**src/rtl/grap_io_master.sv**
```systemverilog
// -----------------------------------------------------------------------------
// grap_io_master
//
// Host-side I/O initiator for the VGA graphics controller register file
// (GR00-GR08). A register read/write command from an internal requester is
// turned into host I/O cycles: an index write to 3CE followed by a data cycle
// on 3CF, or a single 16-bit write to 3CE carrying {data, index}. The data
// cycle completes on the graphics decoder's active-low ready. A strobe-cycle
// counter aborts a data cycle that never sees ready. The result is reported
// on a one-cycle response strobe.
//
// Optional feature (compile-time macro GRAP_IO_IDX_CACHE_EN):
//   Remembers the last index written to 3CE. An 8-bit command that targets
//   the same index skips the index cycle entirely. The cache is cleared by
//   reset and by any timeout. With the macro undefined, no cache is built and
//   every 8-bit command performs the index cycle.
//
// Ports:
//   h_hclk          host clock, rising edge
//   h_reset         asynchronous, active-high reset
//   cmd_valid/ready command handshake. A command is accepted on the rising
//                   edge where cmd_valid & cmd_ready are both 1. cmd_ready is
//                   1 only while idle. The cmd_* fields are sampled on that
//                   edge only and are not looked at again.
//   cmd_wr          1 = write, 0 = read
//   cmd_idx         graphics register index
//   cmd_data        write data
//   cmd_16          use one 16-bit write to 3CE (ignored for reads)
//   h_iord/h_iowr   I/O read/write strobes (never both high)
//   h_io_16         16-bit cycle qualifier
//   h_io_addr       I/O address (0 when no index/data cycle is running)
//   h_io_dbus_out   write data: [7:0] index, [15:8] data
//   h_io_dbus_in    read data (bus bits [15:8])
//   g_ready_n       active-low ready, only looked at during a data cycle
//   rsp_valid       one-cycle completion pulse
//   rsp_data        read data, echoed write data, or 8'hFF on timeout
//   rsp_err         timeout flag, qualified by rsp_valid
//   dbg_state_o     current FSM state, for observation only
//
// TIMEOUT_CYCLES (legal 2..255): the number of data strobe cycles allowed
// without ready before the cycle is aborted.
// -----------------------------------------------------------------------------
module grap_io_master #(
    parameter int TIMEOUT_CYCLES = 15
) (
    input  logic        h_hclk,
    input  logic        h_reset,
    input  logic        cmd_valid,
    output logic        cmd_ready,
    input  logic        cmd_wr,
    input  logic [7:0]  cmd_idx,
    input  logic [7:0]  cmd_data,
    input  logic        cmd_16,
    output logic        h_iord,
    output logic        h_iowr,
    output logic        h_io_16,
    output logic [15:0] h_io_addr,
    output logic [15:0] h_io_dbus_out,
    input  logic [7:0]  h_io_dbus_in,
    input  logic        g_ready_n,
    output logic        rsp_valid,
    output logic [7:0]  rsp_data,
    output logic        rsp_err,
    output logic [2:0]  dbg_state_o
);

    localparam int              CW       = $clog2(TIMEOUT_CYCLES + 1);
    // The counter value seen in the last permitted strobe cycle.
    localparam logic [CW-1:0]   CNT_LAST = CW'(TIMEOUT_CYCLES - 1);
    localparam logic [CW-1:0]   CNT_SAT  = CW'(TIMEOUT_CYCLES);
    localparam logic [15:0]     ADDR_IDX = 16'h03CE;
    localparam logic [15:0]     ADDR_DAT = 16'h03CF;

    typedef enum logic [2:0] {
        S_IDLE    = 3'd0,
        S_IDX     = 3'd1,
        S_IDX_REC = 3'd2,
        S_DATA    = 3'd3,
        S_RSP     = 3'd4
    } state_e;

    state_e        state_q, state_d;
    logic          idx_ph_q, idx_ph_d;   // second cycle of the index write
    logic [CW-1:0] cnt_q, cnt_d;         // data strobe cycles already completed
    logic          wr_q, wr_d;
    logic [7:0]    idx_q, idx_d;
    logic [7:0]    data_q, data_d;
    logic          is16_q, is16_d;
    logic [7:0]    rdata_q, rdata_d;
    logic          err_q, err_d;
    logic          cache_hit;

`ifdef GRAP_IO_IDX_CACHE_EN
    logic          cache_vld_q, cache_vld_d;
    logic [7:0]    cache_idx_q, cache_idx_d;

    assign cache_hit = cache_vld_q && (cache_idx_q == cmd_idx);
`else
    assign cache_hit = 1'b0;
`endif

    assign dbg_state_o = state_q;

    // Next-state and captured-command logic.
    always_comb begin
        state_d  = state_q;
        idx_ph_d = idx_ph_q;
        cnt_d    = cnt_q;
        wr_d     = wr_q;
        idx_d    = idx_q;
        data_d   = data_q;
        is16_d   = is16_q;
        rdata_d  = rdata_q;
        err_d    = err_q;
`ifdef GRAP_IO_IDX_CACHE_EN
        cache_vld_d = cache_vld_q;
        cache_idx_d = cache_idx_q;
`endif
        case (state_q)
            S_IDLE: begin
                if (cmd_valid) begin
                    wr_d     = cmd_wr;
                    idx_d    = cmd_idx;
                    data_d   = cmd_data;
                    is16_d   = cmd_16 & cmd_wr;
                    cnt_d    = '0;
                    idx_ph_d = 1'b0;
                    err_d    = 1'b0;
                    if (cmd_16 & cmd_wr) begin
                        // The 16-bit write also loads the index register.
                        state_d = S_DATA;
`ifdef GRAP_IO_IDX_CACHE_EN
                        cache_vld_d = 1'b1;
                        cache_idx_d = cmd_idx;
`endif
                    end else if (cache_hit) begin
                        state_d = S_DATA;
                    end else begin
                        state_d = S_IDX;
                    end
                end
            end
            S_IDX: begin
                // Fixed two-cycle index write, no ready wait.
                if (idx_ph_q) begin
                    state_d = S_IDX_REC;
`ifdef GRAP_IO_IDX_CACHE_EN
                    cache_vld_d = 1'b1;
                    cache_idx_d = idx_q;
`endif
                end else begin
                    idx_ph_d = 1'b1;
                end
            end
            S_IDX_REC: begin
                state_d = S_DATA;
            end
            S_DATA: begin
                // Ready in the first strobe cycle is ignored so the target
                // always sees the strobe on at least two edges.
                if (!g_ready_n && (cnt_q != '0)) begin
                    state_d = S_RSP;
                    rdata_d = wr_q ? data_q : h_io_dbus_in;
                    err_d   = 1'b0;
                end else if (cnt_q == CNT_LAST) begin
                    state_d = S_RSP;
                    rdata_d = 8'hFF;
                    err_d   = 1'b1;
`ifdef GRAP_IO_IDX_CACHE_EN
                    // The target state is unknown after an abort.
                    cache_vld_d = 1'b0;
`endif
                end else if (cnt_q != CNT_SAT) begin
                    cnt_d = cnt_q + 1'b1;
                end
            end
            S_RSP: begin
                state_d = S_IDLE;
            end
            default: begin
                state_d = S_IDLE;
            end
        endcase
    end

    // State register plus outputs registered from the decoded next state.
    // As a result, outputs change on the same edge as the state they belong to.
    always_ff @(posedge h_hclk or posedge h_reset) begin
        if (h_reset) begin
            state_q       <= S_IDLE;
            idx_ph_q      <= 1'b0;
            cnt_q         <= '0;
            wr_q          <= 1'b0;
            idx_q         <= 8'h00;
            data_q        <= 8'h00;
            is16_q        <= 1'b0;
            rdata_q       <= 8'h00;
            err_q         <= 1'b0;
            cmd_ready     <= 1'b1;
            h_iord        <= 1'b0;
            h_iowr        <= 1'b0;
            h_io_16       <= 1'b0;
            h_io_addr     <= 16'h0000;
            h_io_dbus_out <= 16'h0000;
            rsp_valid     <= 1'b0;
            rsp_data      <= 8'h00;
            rsp_err       <= 1'b0;
        end else begin
            state_q  <= state_d;
            idx_ph_q <= idx_ph_d;
            cnt_q    <= cnt_d;
            wr_q     <= wr_d;
            idx_q    <= idx_d;
            data_q   <= data_d;
            is16_q   <= is16_d;
            rdata_q  <= rdata_d;
            err_q    <= err_d;

            cmd_ready     <= 1'b0;
            h_iord        <= 1'b0;
            h_iowr        <= 1'b0;
            h_io_16       <= 1'b0;
            h_io_addr     <= 16'h0000;
            h_io_dbus_out <= 16'h0000;
            rsp_valid     <= 1'b0;
            rsp_err       <= 1'b0;

            case (state_d)
                S_IDLE: begin
                    cmd_ready <= 1'b1;
                end
                S_IDX: begin
                    h_iowr        <= 1'b1;
                    h_io_addr     <= ADDR_IDX;
                    h_io_dbus_out <= {8'h00, idx_d};
                end
                S_DATA: begin
                    if (is16_d) begin
                        h_iowr        <= 1'b1;
                        h_io_16       <= 1'b1;
                        h_io_addr     <= ADDR_IDX;
                        h_io_dbus_out <= {data_d, idx_d};
                    end else if (wr_d) begin
                        h_iowr        <= 1'b1;
                        h_io_addr     <= ADDR_DAT;
                        h_io_dbus_out <= {data_d, 8'h00};
                    end else begin
                        h_iord        <= 1'b1;
                        h_io_addr     <= ADDR_DAT;
                    end
                end
                S_RSP: begin
                    rsp_valid <= 1'b1;
                    rsp_data  <= rdata_d;
                    rsp_err   <= err_d;
                end
                default: begin
                end
            endcase
        end
    end

`ifdef GRAP_IO_IDX_CACHE_EN
    always_ff @(posedge h_hclk or posedge h_reset) begin
        if (h_reset) begin
            cache_vld_q <= 1'b0;
            cache_idx_q <= 8'h00;
        end else begin
            cache_vld_q <= cache_vld_d;
            cache_idx_q <= cache_idx_d;
        end
    end
`endif

endmodule

```
**config.mk**
```make
export PLATFORM = sky130hd
export DESIGN_NAME = grap_io_master
export DESIGN_NICKNAME = d
export VERILOG_FILES = /design/src/rtl/grap_io_master.sv
export SDC_FILE = /design/constraint.sdc
export NUM_CORES = 1
export LEC_CHECK = 0
export CAP_MARGIN = 0
export CORE_MARGIN = 2
export CORE_UTILIZATION = 40
export DETAILED_ROUTE_END_ITERATION = 10
export HOLD_SLACK_MARGIN = 0.08
export PLACE_DENSITY = 0.7
export SYNTH_ARGS = -nofsm -noshare
export SYNTH_HDL_FRONTEND = slang
export SYNTH_SLANG_ARGS = --single-unit
```
**constraint.sdc**
```tcl
create_clock -name h_hclk -period 4.35 [get_ports h_hclk]
set_input_delay 0.87 -clock h_hclk [delete_from_list [all_inputs] [get_ports h_hclk]]
set_output_delay 0.87 -clock h_hclk [all_outputs]
set_load 0.05 [all_outputs]
```
After elaboration in Yosys (flattened, before gate mapping)
Index checks and enable logic that the tools add are counted.
Operators by class
  reduce and logical (&&, ||, !) cells: 9
  add/sub/neg operators: 1
  bitwise logic cells: 1
  multiplexer cells: 45
  equality and inequality tests: 12
Operator list (number)
  $mux W8: 8
  $mux W16: 2
  $pmux W16 S2: 1
  $pmux W10 S2: 1
  $mux W1: 19
  $mux W4: 4
  $mux W3: 4
  $pmux W3 S4: 1
  $eq A3 B2 Y1 const B: 3
  $ne A2 B2 Y1 const B: 4
  $pmux W4 S2: 1
  $eq A3 B1 Y1 const B: 2
  $logic_not A3 Y1: 2
  $pmux W1 S2: 3
  $reduce_and A5 Y1: 1
  $add A4 B1 Y4 const B: 1
  $eq A4 B4 Y1 const B: 1
  $ne A4 B4 Y1 const B: 1
  $reduce_bool A2 Y1: 2
  $reduce_bool A4 Y1: 1
  $eq A3 B3 Y1 const B: 1
  $mux W2: 1
  $reduce_and A2 Y1: 1
  $and A1 B1 Y1: 1
  2 further kinds: 2
Storage, ports and cells
  output and inout bits: 49
  input port bits: 30
  word-level logic and storage cells: 86
  flip-flop bits (word level): 81

Logic depth before layout (Yosys ltp)
  word-level depth: 6
  gate-level depth with buffers: 7
  mapped depth without buffers: 6

Least setup slack after synthesis
Ideal clock, no wire load.
  kind: register -> register
  from: reg state_q[0] (netlist: dbg_state_o[0])
  to: reg cnt_q[1]
  setup slack: 2.498 ns
  stages on the path, launching flop included: 5
  buffers on the path: 1
  data arrival time: 1.727 ns
  data required time: 4.225 ns
  clock period less this slack: 1.852 ns
  library setup time: 0.125 ns
  cell sequence: dfrtp_1 -> buf_2 -> nand3b_2 -> a221oi_2 -> mux2_2
Between the ends
  longest elaborated chain between the ends: 3
  elaborated cells on any way between the ends: 9
  classes of those cells: eq/ne (5); mux (1); reduce/logical (3)
Ends and longest elaborated chain
  from (decl): RTL line 82  | state_e state_q, state_d;
  from (signal assigned): RTL line 209  | state_q <= state_d;
  $eq A3 B2 Y1 / $logic_not A3 Y1 (equally long branches): RTL line 119  | case (state_q)
  $ne A2 B2 Y1 (no source line) / $reduce_bool A2 Y1 (equally long branches)
  $reduce_and A5 Y1 (no source line)
  to (signal assigned): RTL line 211  | cnt_q <= cnt_d;
  to (decl): RTL line 84  | logic [CW-1:0] cnt_q, cnt_d;
Parallel ways exist; a longest one is shown, timed or not.
A chain may end at the register's enable or synchronous reset.

Final worst setup path
  from: reg state_q[0] (netlist: dbg_state_o[0])
  to: out dbg_state_o[0]
RTL lines
  to (decl): RTL line 64  | output logic [2:0] dbg_state_o
No word-level cell between the ends.

==> run metrics <==
number of cell rows=29; starting density of the core=approximately two fifths; area post-placement=0.00324 mm²; Synth Area in Compound Gates=roughly an eighth; # IOs=79; Fin. Hold Viols=0; Post-Route Setup TNS=0 ns; combinational family with the most area after synthesis=simple AND/OR/NAND/NOR gates; Post-synth ARST share=100%; status=finished clean; Slew Limit Fails=0; synth warn=0; Final Cycle Share=~63%; critical path type=reg2out; ANT nets after route=0; top_reg_cell synth=dfrtp_1; drt pass-1 iters=4; RSZ-0062 raised after global routing=no; Max Cap Violations=0; Seq/Total Area, Yosys=56.1%; Post-synth EDFFs=0; CP max FO=14; WL final=approximately 5400 µm; WP depth=1; Syn Std Cell Area=0.00259 mm²; Place WS=1.56 ns; cell count after synthesis=245; Iteration-0 DRC Markers=between 100 and 150; skew final=0.00894 ns; CP Launch Type=flip-flop; # DRC=0; Worst Path Required=3.48 ns; mean post-synth cell area=10.6 µm²; Port Buf Inserts=70; initial antenna violation count=0; vias after detailed routing=approximately 1,900; CP top delay family=buffers and inverters; post-CTS resize count=0; design area=roughly 0.0034 mm²; fmax=0.367 GHz; vias in the first global route=1,873; CTS tree=built; H-tree depth=3; Synth Area in XOR/XNOR=0%; Critical Path Slowest Stage Cell=clkdlybuf4s50_1; post-synthesis simple-gate area fraction=16.2%; leading cell types in the layout, fill and taps excluded=clkdlybuf4s50_1 (70), nand2_1 (65), dfrtp_1 (57), a21oi_1 (17), mux2i_1 (11); largest net degree at the start of global routing=37; GRT Resource Usage Total=16.3%; Critical Path End Type=primary output; GP Congestion=0.836; global-route wire length before repair=9080 µm; leading cell type in the layout, fill and taps excluded=clkdlybuf4s50_1; Layout area overhead=33.1%; Worst-Skew Late Latency=0.33 ns; Die H=84.4 µm; Hold Path Cell Cnt=2; hold_buf cts=0; Final HPWL DP=3840 µm; post-route setup slack=1.62 ns; number of synthesized register bits=58; Leak=1.60 nW; Wirelength per Cell=13.9 µm; Die X-Extent=84.4 µm; postcts setup bufs=0; crit path DAT=between 1.5 and 2 ns; die area=0.00713 mm²; Distinct cells, synth=45; Final Setup Violations=0; critical path, cell by cell=clkdlybuf4s50_1; layout cells sized above 1=under 10%; Num CTS Buffers=9; DR vias/cell=4.86; Tightest Pin Transition=0.863 ns; critical path buffer and inverter count=1; post-synthesis mux area share=between 5 and 6%; Clk Tree Root Cell=clkbuf_8; final worst path period need=2.73 ns; Diodes inserted=0; pwr/cell area=slightly below 900 mW/mm²; adder-cell share of the synthesized area=1.45%; clk slew on worst S/H paths=0.06 ns; worst vdd ir=491 µV; clk sink count=a little under 60; Max clock buf depth=2; Core ar.=about 0.0063 mm²; grt total ovfl=0; worst min path class=reg2reg; Max-slew headroom=42.2%; R2R cell count=6; nets@finish=roughly 340; crit-path max cell delay=0.89 ns
metal layers:
| metal | track usage [%] | vias up | part of all wire [%] |
|---|---|---|---|
| met4 | 7.65 | 0 | 2.1 |
| met2 | 25.1 | 57 | 47 |
| met3 | 5.11 | 12 | 5.6 |
| li1 | - | 925 | - |
| met5 | 0 | - | 0 |
| met1 | 21.2 | 907 | 45 |
flip-flops by register name, indices dropped and copies added (netlist names):
name / cells
data_q: 8
h_io_16: 1
h_io_dbus_out: 16
idx_q: 8
h_io_addr: 2
rsp_valid: 1
h_iord: 1
h_iowr: 1
cnt_q: 4
rsp_data: 8
is16_q: 1
cmd_ready: 1
dbg_state_o: 3
wr_q: 1
rsp_err: 1
idx_ph_q: 1
synthesized netlist by cell type (3+ instances only):
cell type  instances  area share (%)
o21a_1            10             2.9
buf_4             14             4.1
buf_6              4             1.7
a21oi_1           17             3.3
buf_2              5            0.97
dfrtp_1           57              55
mux2i_1           11             4.3
nor2_1             9             1.3
nand2_1           65             9.4
inv_1              7             1.0
ha_1               3             1.5
worst paths after layout:
path,end,from,slack [ns]
setup / recovery,dbg_state_o[0],dbg_state_o[0],1.62
hold / removal,idx_q[7],idx_q[7],0.47
setup reg to reg,h_io_dbus_out[5],cnt_q[0],2.32
hold reg to reg,idx_q[7],idx_q[7],0.47
max in group asynchronous,h_io_dbus_out[0],h_reset,2.59
min in group asynchronous,h_io_dbus_out[3],h_reset,0.98
power breakdown:
| part | switching (mW) | leakage (nW) | internal [mW] | total [mW] |
|---|---|---|---|---|
| sequential | 0.181 | 0.733 | 0.778 | 0.959 |
| clock | 0.202 | 0.100 | 0.319 | 0.522 |
| combinational | 1.03 | 0.769 | 0.551 | 1.58 |
kinds of logic (layout without fill, tap and decap cells):
kind of cell / Yosys count / count (layout)
other: 1 / 8
DFF: 58 / 58
AOI/OAI and AO/OA: 47 / 47
buffers and inverters: 32 / 94
muxes: 13 / 13
adders and majority gates: 3 / 3
and+or+nand+nor: 91 / 91
per-stage QoR:
stage / power (mW) / instances / hold slack, ns / util, %
6_report: 3.06 / 391 / 0.471 / 54.6
3_3_place_gp: 2.54 / 376 / 0.452 / 51.4
2_1_floorplan: 2.12 / 252 / 0.439 / -
3_5_place_dp: 2.56 / 376 / 0.458 / 51.4
5_1_grt: 3.24 / 391 / 0.494 / 54.6
4_1_cts: 3.09 / 391 / 0.473 / 54.6
area by class of cell:
cell class	instances	area, µm²
Clock inverter	3	65.1
Tap cell	77	96.3
Fill cell	575	2870
Multi-Input combinational cell	162	953
Sequential cell	58	1450
Clock buffer	12	135
Inverter	7	26.3
Timing Repair Buffer	72	716
Note: power is estimated with default switching activity, not from simulation.
